===== src/rtl/multicycle_controller.sv =====
// Multi-cycle control FSM for the 16-bit DATA_PATH: sequences fetch, decode,
// execute, memory and write-back, and drives every datapath enable and select.
module multicycle_controller #(
  parameter int unsigned WATCHDOG = 0
) (
  input  logic        clk,
  input  logic        rst_n,
  input  logic        i_go,
  input  logic [15:0] i_inst,
  input  logic        i_zero,
  output logic        o_pc_clear,
  output logic        o_pc_write,
  output logic [1:0]  o_pc_src,
  output logic        o_ir_write,
  output logic        o_reg_write,
  output logic        o_reg_dst,
  output logic        o_alu_src,
  output logic [2:0]  o_alu_ctrl,
  output logic        o_mem_read,
  output logic        o_mem_write,
  output logic        o_mem_to_reg,
  output logic        o_busy,
  output logic        o_done,
  output logic        o_illegal,
  output logic [15:0] o_instr_count
);

  localparam logic [2:0] S_IDLE   = 3'd0;
  localparam logic [2:0] S_INIT   = 3'd1;
  localparam logic [2:0] S_FETCH  = 3'd2;
  localparam logic [2:0] S_DECODE = 3'd3;
  localparam logic [2:0] S_EXEC   = 3'd4;
  localparam logic [2:0] S_MEM    = 3'd5;
  localparam logic [2:0] S_WB     = 3'd6;
  localparam logic [2:0] S_HALTED = 3'd7;

  localparam logic [3:0] OP_R    = 4'h0;
  localparam logic [3:0] OP_ADDI = 4'h1;
  localparam logic [3:0] OP_LW   = 4'h2;
  localparam logic [3:0] OP_SW   = 4'h3;
  localparam logic [3:0] OP_BEQZ = 4'h4;
  localparam logic [3:0] OP_JMP  = 4'h5;
  localparam logic [3:0] OP_HALT = 4'hF;

  logic [2:0]  r_state;
  logic [2:0]  w_next;
  logic [15:0] r_instr_count;
  logic        r_illegal;
  logic [3:0]  w_op;
  logic        w_legal;
  logic        w_wd_hit;
  logic [2:0]  w_after;
  logic        w_unused_inst;

  assign w_op          = i_inst[15:12];
  assign w_legal       = (w_op <= OP_JMP);
  assign w_unused_inst = ^i_inst[11:3];

  // Every instruction's final state exits through w_after, so the watchdog
  // only has to be applied in one place.
  assign w_wd_hit = (WATCHDOG != 0) && (r_instr_count == 16'(WATCHDOG));
  assign w_after  = w_wd_hit ? S_HALTED : S_FETCH;

  always_comb begin
    w_next = r_state;
    case (r_state)
      S_IDLE, S_HALTED: if (i_go) w_next = S_INIT;
      S_INIT:   w_next = S_FETCH;
      S_FETCH:  w_next = S_DECODE;
      S_DECODE: begin
        if (w_op == OP_HALT)  w_next = S_HALTED;
        else if (!w_legal)    w_next = w_after;
        else                  w_next = S_EXEC;
      end
      S_EXEC: begin
        case (w_op)
          OP_R, OP_ADDI: w_next = S_WB;
          OP_LW, OP_SW:  w_next = S_MEM;
          default:       w_next = w_after;
        endcase
      end
      S_MEM:    w_next = (w_op == OP_LW) ? S_WB : w_after;
      S_WB:     w_next = w_after;
      default:  w_next = S_IDLE;
    endcase
  end

  always_ff @(posedge clk or negedge rst_n) begin
    if (!rst_n) begin
      r_state       <= S_IDLE;
      r_instr_count <= '0;
      r_illegal     <= 1'b0;
    end else begin
      r_state <= w_next;
      if (r_state == S_INIT) begin
        r_instr_count <= '0;
        r_illegal     <= 1'b0;
      end else if (r_state == S_FETCH) begin
        r_instr_count <= r_instr_count + 16'd1;
      end else if (r_state == S_DECODE && !w_legal && w_op != OP_HALT) begin
        r_illegal <= 1'b1;
      end
    end
  end

  always_comb begin
    o_pc_clear   = 1'b0;
    o_pc_write   = 1'b0;
    o_pc_src     = 2'b00;
    o_ir_write   = 1'b0;
    o_reg_write  = 1'b0;
    o_reg_dst    = 1'b0;
    o_alu_src    = 1'b0;
    o_alu_ctrl   = 3'b000;
    o_mem_read   = 1'b0;
    o_mem_write  = 1'b0;
    o_mem_to_reg = 1'b0;
    case (r_state)
      S_INIT:  o_pc_clear = 1'b1;
      S_FETCH: begin
        o_ir_write = 1'b1;
        o_pc_write = 1'b1;
      end
      S_EXEC: begin
        case (w_op)
          OP_R:                  o_alu_ctrl = i_inst[2:0];
          OP_ADDI, OP_LW, OP_SW: o_alu_src  = 1'b1;
          OP_BEQZ: begin
            o_alu_ctrl = 3'b111;
            o_pc_write = i_zero;
            o_pc_src   = 2'b01;
          end
          OP_JMP: begin
            o_pc_write = 1'b1;
            o_pc_src   = 2'b10;
          end
          default: ;
        endcase
      end
      S_MEM: begin
        o_mem_read  = (w_op == OP_LW);
        o_mem_write = (w_op == OP_SW);
      end
      S_WB: begin
        o_reg_write  = 1'b1;
        o_reg_dst    = (w_op == OP_R);
        o_mem_to_reg = (w_op == OP_LW);
      end
      default: ;
    endcase
  end

  assign o_busy        = (r_state != S_IDLE) && (r_state != S_HALTED);
  assign o_done        = (r_state == S_HALTED);
  assign o_illegal     = r_illegal;
  assign o_instr_count = r_instr_count;

endmodule


===== config.mk =====
export PLATFORM = sky130hd
export DESIGN_NAME = multicycle_controller
export DESIGN_NICKNAME = d
export VERILOG_FILES = /design/src/rtl/multicycle_controller.sv
export SDC_FILE = /design/constraint.sdc
export NUM_CORES = 1
export LEC_CHECK = 0
export ABC_CLOCK_PERIOD_IN_PS = 3810
export BUFFER_PORTS_ARGS = -buffer_cell sky130_fd_sc_hd__buf_2
export CAP_MARGIN = 20
export CORE_UTILIZATION = 50
export DETAILED_ROUTE_END_ITERATION = 12
export HOLD_SLACK_MARGIN = 0.06
export PLACE_DENSITY = 0.84
export SKIP_CTS_REPAIR_TIMING = 1
export SYNTH_ARGS = -nofsm -noshare
export SYNTH_HDL_FRONTEND = slang
export SYNTH_SLANG_ARGS = --single-unit

===== constraint.sdc =====
create_clock -name clk -period 3.81 [get_ports clk]
set_input_delay 0.381 -clock clk [delete_from_list [all_inputs] [get_ports clk]]
set_output_delay 0.381 -clock clk [all_outputs]
set_load 0.02 [all_outputs]

After elaboration in Yosys (flattened, before gate mapping)
Index checks and enable logic that the tools add are counted.
Widths: inputs -> output; s select.
{ "word_totals": {"ff_bits": 20} }
{ "op_classes": {"addsub": 1, "magnitude_cmp": 1, "n_eq_ne": 17, "n_mux": 26, "n_reduce_logical": 15} }
{ "op_table": {"columns": ["operator", "n"], "rows": [
  ["$mux 16", 2],
  ["$pmux 3 s6", 1],
  ["$add 16x1->16 const B", 1],
  ["$mux 3", 5],
  ["$eq 3x3->1 const B", 4],
  ["$mux 1", 12],
  ["$pmux 3 s2", 2],
  ["$eq 4x2->1 const B", 2],
  ["$eq 4x3->1 const B", 2],
  ["$reduce_or 2->1", 4],
  ["$eq 3x2->1 const B", 2],
  ["$eq 4x1->1 const B", 1],
  ["$eq 4x4->1 const B", 1],
  ["$le 4x3->1 const B", 1],
  ["$logic_not 4->1", 1],
  ["$ne 2x2->1 const B", 2],
  ["$ne 4x4->1 const B", 1],
  ["$pmux 1 s2", 2],
  ["$pmux 2 s2", 1],
  ["$reduce_bool 2->1", 2],
  ["$eq 3x1->1 const B", 1],
  ["$logic_and 1x1->1", 3],
  ["$logic_not 3->1", 1],
  ["$ne 3x3->1 const B", 1],
  ["other kinds (5)", 5]
]} }

Longest topological paths before layout
Gate-level depths: netlist of the first run.
{ "logic_depth": {"depth_word": 7, "ltp_mapped": 6} }

Worst setup path before layout of the first run
No wires, ideal clock.
{ "synth_path": {"path_type": "reg-to-output", "startpoint": "reg r_state[1]", "endpoint": "out o_alu_ctrl[0]", "arrival_time_ps": 1873, "t_required_ps": 3429, "slack_ps": 1556, "stages_incl_launch_ff": 6, "path_buffers": 2, "cell_sequence": "dfrtp_1 > buf_6 > or3b_4 > or4b_1 > buf_2 > a21oi_1"} }
{ "synth_via": {"elab_chain_len": 2} }
{ "synth_rtl": {"columns": ["element", "line", "text"], "rows": [
  ["start: declaration", "45", "logic [2:0] r_state;"],
  ["start signal: assignment", "94", "r_state <= w_next;"],
  ["$eq 3x3->1", "118", "case (r_state)"],
  ["$mux 3", "118", null],
  ["end: declaration", "18", "output logic [2:0] o_alu_ctrl,"]
]} }
Every way passes these cells.

Worst setup path in the final report of the first run
{ "layout_path": {"startpoint": "reg r_state[2]", "endpoint": "out o_alu_ctrl[1]"} }
Same word-level chain as after synthesis.

==> results of run 1 <==
==> worst max-delay path, cell delays in order, from the launching register on <==
cell,delay [ns]
dfrtp_1,0.60
or3b_4,0.44
or4b_1,0.61
a21oi_1,0.16
buf_2,0.17
==> cells by family after synthesis <==
kind of cell / Yosys count
flops: 20
buf+inv: 10
fa+ha+maj: 1
compound gates: 23
simple gates: 75
xor+xnor: 11
==> stage by stage <==
step / instances / area, um2
3_3_place_gp: 205 / 1420
3_5_place_dp: 205 / 1420
4_1_cts: 209 / 1460
2_1_floorplan: 140 / 1200
5_1_grt: 210 / 1470
6_report: 210 / 1470
==> cell usage in the layout, fill, tap and decap left out, types with 2 or more instances in the layout <==
cell type	instances
buf_2	43
nor2_1	28
dfrtp_1	20
nand2_1	11
a21oi_1	9
nand4_1	7
xor2_1	7
o21ai_0	5
nand3_1	4
xnor2_1	4
nor4_1	3
and3_1	3
and4_1	3
clkbuf_4	3
inv_1	2
nor4bb_1	2
a211oi_1	2
o31ai_1	2
or4_1	2
nor3_1	2
==> layer usage <==
metal	up-vias	routed length, um	global-route usage [%]
met3	2	130	2.68
met4	0	24	6.94
met1	535	1140	26.6
li1	580	-	-
met5	-	0	0
met2	39	1310	41.4
==> layout make-up <==
class | count | area share [%]
flip-flops and latches | 20 | 34.2
well taps | 28 | 2.39
repair buffers | 45 | 15.9
multi-input cells | 110 | 44.2
inverters | 3 | 0.939
clock buffers | 4 | 2.48
==> sequential cells by signal, indices dropped and copies added (netlist names) <==
signal,flops
o_instr_count,16
o_illegal,1
r_state,3
==> report_power, final <==
part,internal [mW],switching (mW)
logic,0.118,0.214
clock network,0.0581,0.0618
registers,0.252,0.0704
==> path summary, 6_finish.rpt <==
path | startpoint | depth (start not counted) | to
worst max-delay path | r_state[2] | 4 | o_alu_ctrl[1]
worst max register to register | r_state[2] | 5 | o_instr_count[15]
worst min register to register | o_illegal | 2 | o_illegal
min in group asynchronous | rst_n | 2 | o_instr_count[5]
worst min-delay path | i_go | 2 | r_state[1]
max in group asynchronous | rst_n | 2 | o_illegal
==> flow_summary_export.csv, run 1 <==
group,metric,value,unit
status,status,"finished clean",
synthesis,yosys_register_bits,20,
timing,drv_slew,0,
timing,fin_setup_tns,0,ns
timing,finalHoldViolCount,0,
routing,via_count,1156,
min_path,hold_class,"in2reg",
clocking,cts_made_buffers,3,
finish,synthToLayoutAreaGrowth,21.7,%
critical_path,r2r_setup_slack,1.78,ns
synthesis,synth_top_area_cell,"dfrtp_1",
finish,multi_input_area,647,um2
grt,grt-ovfl-total,0,
synthesis,yosys.area_share.simple,33.4,%
synthesis,yosysMostFrequentCell,"nor2_1",
routing,drt_first_pass_iters,6,
synthesis,synth_top_area_share,41.6,%
finish,fin_nets,204,
routing,drcViolationCount,0,
synthesis,synthXorXnorAreaFrac,8.00,%
synthesis,syn_avg_cell_area,8.60,um2
grt,grt_max_degree,21,
routing,viasPerCell,5.50,
synthesis,ys_types,38,
place,post-place-ws,1.49,ns
clocking,htreeDepth,1,
place,port_buffers,43,
timing,finalCriticalPeriod,2.65,ns
critical_path,cp.arrival,2.27,ns
floorplan,ios,53,
finish,fin_util,65.6,%
finish,n_fill_cell,188,
finish,drive_gt1_share,29.1,%
routing,postRouteAntennaNets,0,
power_and_ir_drop,power.density,528,mW/mm2
floorplan,dieArea,0.00261,mm2
floorplan,die_h,51.1,um
routing,avgRoutedWirePerCell,12.4,um
synthesis,synth_nets,161,
power_and_ir_drop,ir_drop,351,uV
critical_path,critPathKind,"reg2out",
timing,relSlewSlack,70.5,%
clocking,clk_pin_slew_worst_paths,0.11,ns
synthesis,synth_compound_area_share,11.3,%
timing,report.final.setup_viol,0,
grt,antenna_found_initial,0,
job,drv_cap,0,
timing,tightest_slew,0.438,ns
synthesis,synth-seq-area-share,41.6,%
clocking,clock_path_buffers,2,
timing,rsz0062_at_grt,"no",
clocking,insertion_delay,0.29,ns
power_and_ir_drop,power,0.774,mW
finish,diodes,0,
critical_path,cp.required,3.43,ns
timing,fmax,378,MHz
timing,finalWorstSetupSlack,1.16,ns
grt,grt_pass1_vias,1033,
synthesis,synth_common_cells,"28 x nor2_1, 20 x dfrtp_1, 11 x nand2_1",
routing,drt_iter0_drc,27,
synthesis,synth_area_leaders,"dfrtp_1 42%, nor2_1 8.7%, xor2_1 5.1%",
clocking,cts_tree,"yes",
synthesis,synthArstFlopShare,100,%
place,dp_hpwl,1940,um
clocking,cts-root-buf,"clkbuf_4",
timing,finClkSkew,0.00159,ns
routing,wl,2610,um
critical_path,crit_fanout,13,
critical_path,critPathLaunchType,"register",
timing,holdWs,0.288,ns
clocking,cts_sinks,20,
timing,post-route-period-util,69.5,%
place,routabilityCongestion,0.775,
synthesis,synth.cell_area,0.00120,mm2
floorplan,core,0.00223,mm2
synthesis,synth_ff_type,"dfrtp_1",
grt,grt_pass1_wl,4500,um
grt,grt_util_all_layers,22.4,%
synthesis,ys.warnings.count,0,
critical_path,end_kind,"output port",
synthesis,muxShareOfSynthArea,0,%
finish,seq_area,500,um2
power_and_ir_drop,p_leak,0.728,nW
floorplan,die_w,51.1,um
floorplan,fp-row-count,17,
floorplan,initial_utilization,53.9,%
synthesis,synth_top_family_by_area,"simple AND/OR/NAND/NOR gates",
synthesis,synth-edff-count,0,
synthesis,synth_adder_area_share,1.04,%
synthesis,synthCells,140,
(Power assumes the default switching activity.)
==> inputs of run 2 (changes only) <==
- ABC_CLOCK_PERIOD_IN_PS: 3810 -> 2730
- CORE_UTILIZATION: 50 -> 46
- PLACE_DENSITY: 0.84 -> 0.78
- clock period: 3.81 -> 2.73 ns (I/O delays scaled with it)
==> run 2 against run 1 <==
Compared with the run above:
- sequential share of layout area grew 0.26 points
- core utilization shrank 6.9 points
- via count grew 1.6%
- final area shrank 0.77%
- register-to-register slack lost 1.1 ns
- global-route usage shrank 0.66 points
- clock power grew 17%
- sequential power grew 40%
- clock skew grew 0.0097 ns
- hold slack lost 0.11 ns
- final cell count grew 0.48%
- critical path type unchanged
- highest routed layer is now met3
==> flow_summary_export.csv, run 2 (same netlist as run 1, synthesis figures left out) <==
group,metric,value,unit
finish,layout_common_cells,"43 x buf_2, 28 x nor2_1, 20 x dfrtp_1",
routing,drt_first_pass_iters,4,
clocking,cts_sinks,20,
clocking,clock_path_buffers,2,
critical_path,r2r-end,"o_instr_count[13]",
timing,rsz0062_at_grt,"no",
critical_path,r2r_cells,5,
routing,viasPerCell,5.56,
clocking,clk_pin_slew_worst_paths,0.10,ns
power_and_ir_drop,power_frac_comb,44.4,%
finish,synthToLayoutAreaGrowth,20.8,%
place,place_inst,207,
critical_path,cp.required,2.46,ns
critical_path,reg2reg_from,"r_state[2]",
routing,drcViolationCount,0,
grt,antenna_found_initial,0,
critical_path,critPathLaunchType,"register",
floorplan,die_h,53.2,um
critical_path,r2r_setup_slack,0.67,ns
critical_path,cpMaxStageDelayCell,"dfrtp_1",
timing,tightest_slew,0.581,ns
routing,postRouteAntennaNets,0,
critical_path,end_kind,"output port",
grt,grt_util_all_layers,21.7,%
critical_path,critPathLaunch,"r_state[2]",
critical_path,slowest_delay,0.61,ns
grt,grt-ovfl-total,0,
power_and_ir_drop,p_leak,0.721,nW
power_and_ir_drop,p_sw_share,46.5,%
timing,drv_slew,0,
floorplan,ios,53,
power_and_ir_drop,p_int,0.568,mW
timing,finalHoldViolCount,0,
routing,via_count,1174,
timing,finClkSkew,0.0113,ns
grt,grt_max_degree,21,
finish,fin_cells,211,
routing,wl,2860,um
grt,grt_pass1_vias,1052,
clocking,cts_made_buffers,3,
grt,grt_pass1_wl,4510,um
finish,drive_gt1_share,28.7,%
critical_path,crit_family,"simple AND/OR/NAND/NOR gates",
routing,drt_iter0_drc,25,
power_and_ir_drop,ir_drop,554,uV
finish,diodes,0,
critical_path,critPathKind,"reg2out",
finish,largest_register_ffs,16,
finish,fin_nets,204,
clocking,htreeDepth,1,
critical_path,cp.arrival,2.33,ns
min_path,hold_class,"in2reg",
floorplan,die_w,53.2,um
timing,relSlewSlack,61.1,%
floorplan,initial_utilization,48.6,%
critical_path,crit_chain,"or3b_4 > or4b_1 > a21oi_1 > buf_2",
power_and_ir_drop,clock_power_share,13.2,%
job,drv_cap,0,
timing,post-route-period-util,95.4,%
timing,fmax,384,MHz
critical_path,setup.worst_path.end,"o_alu_ctrl[0]",
status,status,"finished clean",
power_and_ir_drop,power.density,730,mW/mm2
place,dp_hpwl,2150,um
clocking,insertion_delay,0.31,ns
power_and_ir_drop,p_switching,0.493,mW
critical_path,crit_fanout,13,
floorplan,core,0.00248,mm2
finish,fin_util,58.7,%
place,port_buffers,43,
floorplan,dieArea,0.00283,mm2
critical_path,crit_buf_inv,1,
routing,avgRoutedWirePerCell,13.5,um
finish,layout_commonest_cell,"buf_2",
clocking,cts-root-buf,"clkbuf_4",
floorplan,fp-row-count,18,
place,routabilityCongestion,0.769,
timing,finalCriticalPeriod,2.60,ns
clocking,cts_tree,"yes",
timing,report.final.setup_viol,0,
power_and_ir_drop,p_seq_share,42.5,%
timing,fin_setup_tns,0,ns
critical_path,cp.depth,4,
-- run 2: power groups by stage --
| stage | combinational (mW) | sequential (mW) | clock [mW] |
|---|---|---|---|
| after global routing | 0.517 | 0.464 | 0.157 |
| after detailed placement | 0.471 | 0.454 | 0 |
| after floorplan | 0.349 | 0.446 | 0 |
| after global placement | 0.453 | 0.446 | 0 |
| after CTS | 0.473 | 0.448 | 0.141 |
| final | 0.471 | 0.451 | 0.140 |
-- run 2: final cells by class --
type	instances	area [um2]
fillers	239	1020
clock buffers	3	22.5
well taps	30	37.5
inverters	3	13.8
flip-flops and latches	20	500
repair buffers	45	233
multi-input cells	110	647
-- run 2: worst min-delay path by stage --
stage / slack, ns / from / cells past startpoint / endpoint
finish: 0.17 / i_go / 2 / r_state[1]
global route: 0.17 / i_go / 2 / r_state[1]
CTS: -0.09 / rst_n / 1 / o_instr_count[4]
detailed placement: 0.25 / rst_n / 1 / o_instr_count[4]
global placement: 0.23 / rst_n / 1 / o_instr_count[4]
floorplan: -0.02 / rst_n / 0 / o_illegal
-- run 2: per-layer routing --
layer	vias up	GRT usage, %	part of all wire (%)
li1	581	-	-
met1	558	26.8	43
met2	35	37.8	52
met3	0	6.03	5.1
met4	0	3.95	0
met5	-	0	0
-- run 2: stage by stage --
stage / hold slack [ns] / total power [mW] / worst slack, ns / area [um2]
after CTS: -0.0903 / 1.06 / 0.132 / 1440
after floorplan: -0.0226 / 0.795 / 0.584 / 1200
after detailed placement: 0.246 / 0.925 / 0.488 / 1420
after global routing: 0.172 / 1.14 / 0.0155 / 1450
after global placement: 0.234 / 0.900 / 0.553 / 1420
final: 0.173 / 1.06 / 0.125 / 1450
-- run 2: worst register-to-register path, delay by kind of cell (launching register included) --
family	cells	cell delay [ns]
buf+inv	1	0.18
flops	1	0.54
simple gates	3	1.13
compound gates	1	0.16
==> inputs of run 3 (changes only) <==
- CORE_UTILIZATION: 46 -> 48
- CTS_BUF_LIST: not set -> sky130_fd_sc_hd__clkbuf_4 sky130_fd_sc_hd__clkbuf_8
- PLACE_DENSITY: 0.78 -> 0.81
==> run 3 against run 2 <==
Compared with the run above:
- final area rose by 2.0%
- hold slack improved by 0.0018 ns
- flip-flop and latch count did not move
- die area fell by 4.0%
- critical path depth did not move
- non-clock buffer count did not move
- final cell count fell by 0.47%
==> flow_summary_export.csv, run 3 (same netlist as run 1, synthesis figures left out) <==
group,metric,value,unit
status,status,"finished clean",
finish,largest_register_ffs,16,
grt,grt_pass1_wl,5010,um
min_path,hp-start,"i_go",
clocking,htreeDepth,1,
power_and_ir_drop,power,1.16,mW
timing,drv_slew,0,
routing,avgRoutedWirePerCell,13.9,um
floorplan,fp-row-count,17,
finish,finalInstanceArea,0.00148,mm2
clocking,clock_path_buffers,2,
critical_path,crit_buf_inv,1,
timing,report.final.setup_viol,0,
clocking,cts_tree,"yes",
critical_path,crit_fanout,11,
timing,finalCriticalPeriod,2.50,ns
finish,synthToLayoutAreaGrowth,23.2,%
floorplan,initial_utilization,52.4,%
grt,grt-ovfl-total,0,
critical_path,end_kind,"output port",
place,routabilityCongestion,0.776,
critical_path,crit_chain,"or3b_4 > or4b_1 > a21oi_1 > buf_2",
critical_path,r2r-end,"o_instr_count[13]",
job,drv_cap,0,
timing,relSlewSlack,66.7,%
critical_path,critPathKind,"reg2out",
routing,drcViolationCount,0,
place,dp_hpwl,2130,um
place,port_buffers,43,
power_and_ir_drop,power.density,781,mW/mm2
power_and_ir_drop,p_switching,0.492,mW
floorplan,ios,53,
routing,wl,2910,um
floorplan,dieArea,0.00271,mm2
power_and_ir_drop,p_leak,0.733,nW
min_path,hold_class,"in2reg",
power_and_ir_drop,power_frac_comb,40.2,%
finish,n_fill_cell,203,
grt,grt_pass1_vias,1153,
critical_path,r2r_setup_slack,0.70,ns
timing,rsz0062_at_grt,"no",
floorplan,die_h,52.1,um
grt,grt_util_all_layers,25.0,%
power_and_ir_drop,ir_drop,549,uV
timing,finalHoldViolCount,0,
critical_path,crit_family,"simple AND/OR/NAND/NOR gates",
clocking,clk_pin_slew_worst_paths,0.11,ns
power_and_ir_drop,p_seq_share,38.8,%
critical_path,cp.arrival,2.22,ns
finish,fin_cells,210,
place,place_inst,205,
place,post_dp_cell_area,0.00142,mm2
grt,antenna_found_initial,0,
finish,fin_nets,204,
min_path,worst_hold_path.num_cells,2,
power_and_ir_drop,p_sw_share,42.5,%
timing,fmax,401,MHz
critical_path,reg2reg_from,"r_state[1]",
timing,post-route-period-util,91.4,%
floorplan,core,0.00230,mm2
power_and_ir_drop,clock_power_share,21.1,%
finish,layout_common_cells,"43 x buf_2, 28 x nor2_1, 19 x dfrtp_1",
clocking,cts-root-buf,"clkbuf_4",
clocking,cts_sinks,20,
finish,diodes,0,
timing,fin_setup_tns,0,ns
min_path,whs_endpoint,"r_state[1]",
clocking,insertion_delay,0.31,ns
critical_path,cp.required,2.46,ns
floorplan,die_w,52.1,um
routing,drt_iter0_drc,13,
grt,grt_max_degree,21,
timing,tightest_slew,0.495,ns
finish,layout_commonest_cell,"buf_2",
power_and_ir_drop,p_int,0.666,mW
critical_path,r2r_cells,5,
timing,finClkSkew,0.0132,ns
critical_path,cpMaxStageDelayCell,"or4b_1",
routing,drt_first_pass_iters,4,
critical_path,slowest_delay,0.61,ns
clocking,cts_made_buffers,3,
critical_path,critPathLaunchType,"register",
finish,drive_gt1_share,29.7,%
routing,viasPerCell,5.63,
routing,postRouteAntennaNets,0,
routing,via_count,1183,
finish,fin_util,64.5,%
run 3: routing by layer:
layer,up-vias,routed length (um),track usage (%)
met1,572,1240,28.9
li1,585,-,-
met2,24,1570,44.7
met3,2,92,6.73
met5,-,0,0
met4,0,13,6.76
run 3: worst max path at each step:
| stage | from | to | slack, ns | cells after the start |
|---|---|---|---|---|
| floorplan | r_state[1] | o_alu_ctrl[0] | 0.58 | 5 |
| global placement | r_state[2] | o_pc_write | 0.57 | 4 |
| detailed placement | r_state[2] | o_alu_ctrl[2] | 0.49 | 4 |
| CTS | r_state[2] | o_alu_ctrl[2] | 0.14 | 4 |
| global route | r_state[1] | o_alu_ctrl[2] | 0.08 | 4 |
| finish | r_state[1] | o_alu_ctrl[0] | 0.23 | 4 |
run 3: through the flow:
stage,hold WS [ns],worst slack (ns)
2_1_floorplan,-0.0226,0.584
3_3_place_gp,0.234,0.565
3_5_place_dp,0.242,0.486
4_1_cts,-0.105,0.139
5_1_grt,0.160,0.0776
6_report,0.175,0.234
run 3: cell type report:
cell class                      count  area (um2)  area share (%)
Multi-Input combinational cell    110         647            43.6
Clock inverter                      1        30.0            2.03
Clock buffer                        3        22.5            1.52
Inverter                            3        13.8           0.928
Sequential cell                    20         502            33.8
Timing Repair Buffer               45         233            15.7
Tap cell                           28        35.0            2.36
run 3: power groups by stage:
| stage | Clock, mW | Sequential (mW) | Combinational (mW) |
|---|---|---|---|
| final | 0.244 | 0.449 | 0.465 |
| after global routing | 0.262 | 0.465 | 0.515 |
| after CTS | 0.246 | 0.446 | 0.466 |
| after detailed placement | 0 | 0.452 | 0.461 |
| after global placement | 0 | 0.444 | 0.455 |
| after floorplan | 0 | 0.446 | 0.349 |
run 3: worst register-to-register path, cell delays in order (launching register included):
cell and delay [ns]:
dfrtp_1 0.54, or3b_1 0.55, inv_4 0.17, nand2_1 0.12
or4_1 0.43, a21oi_1 0.16
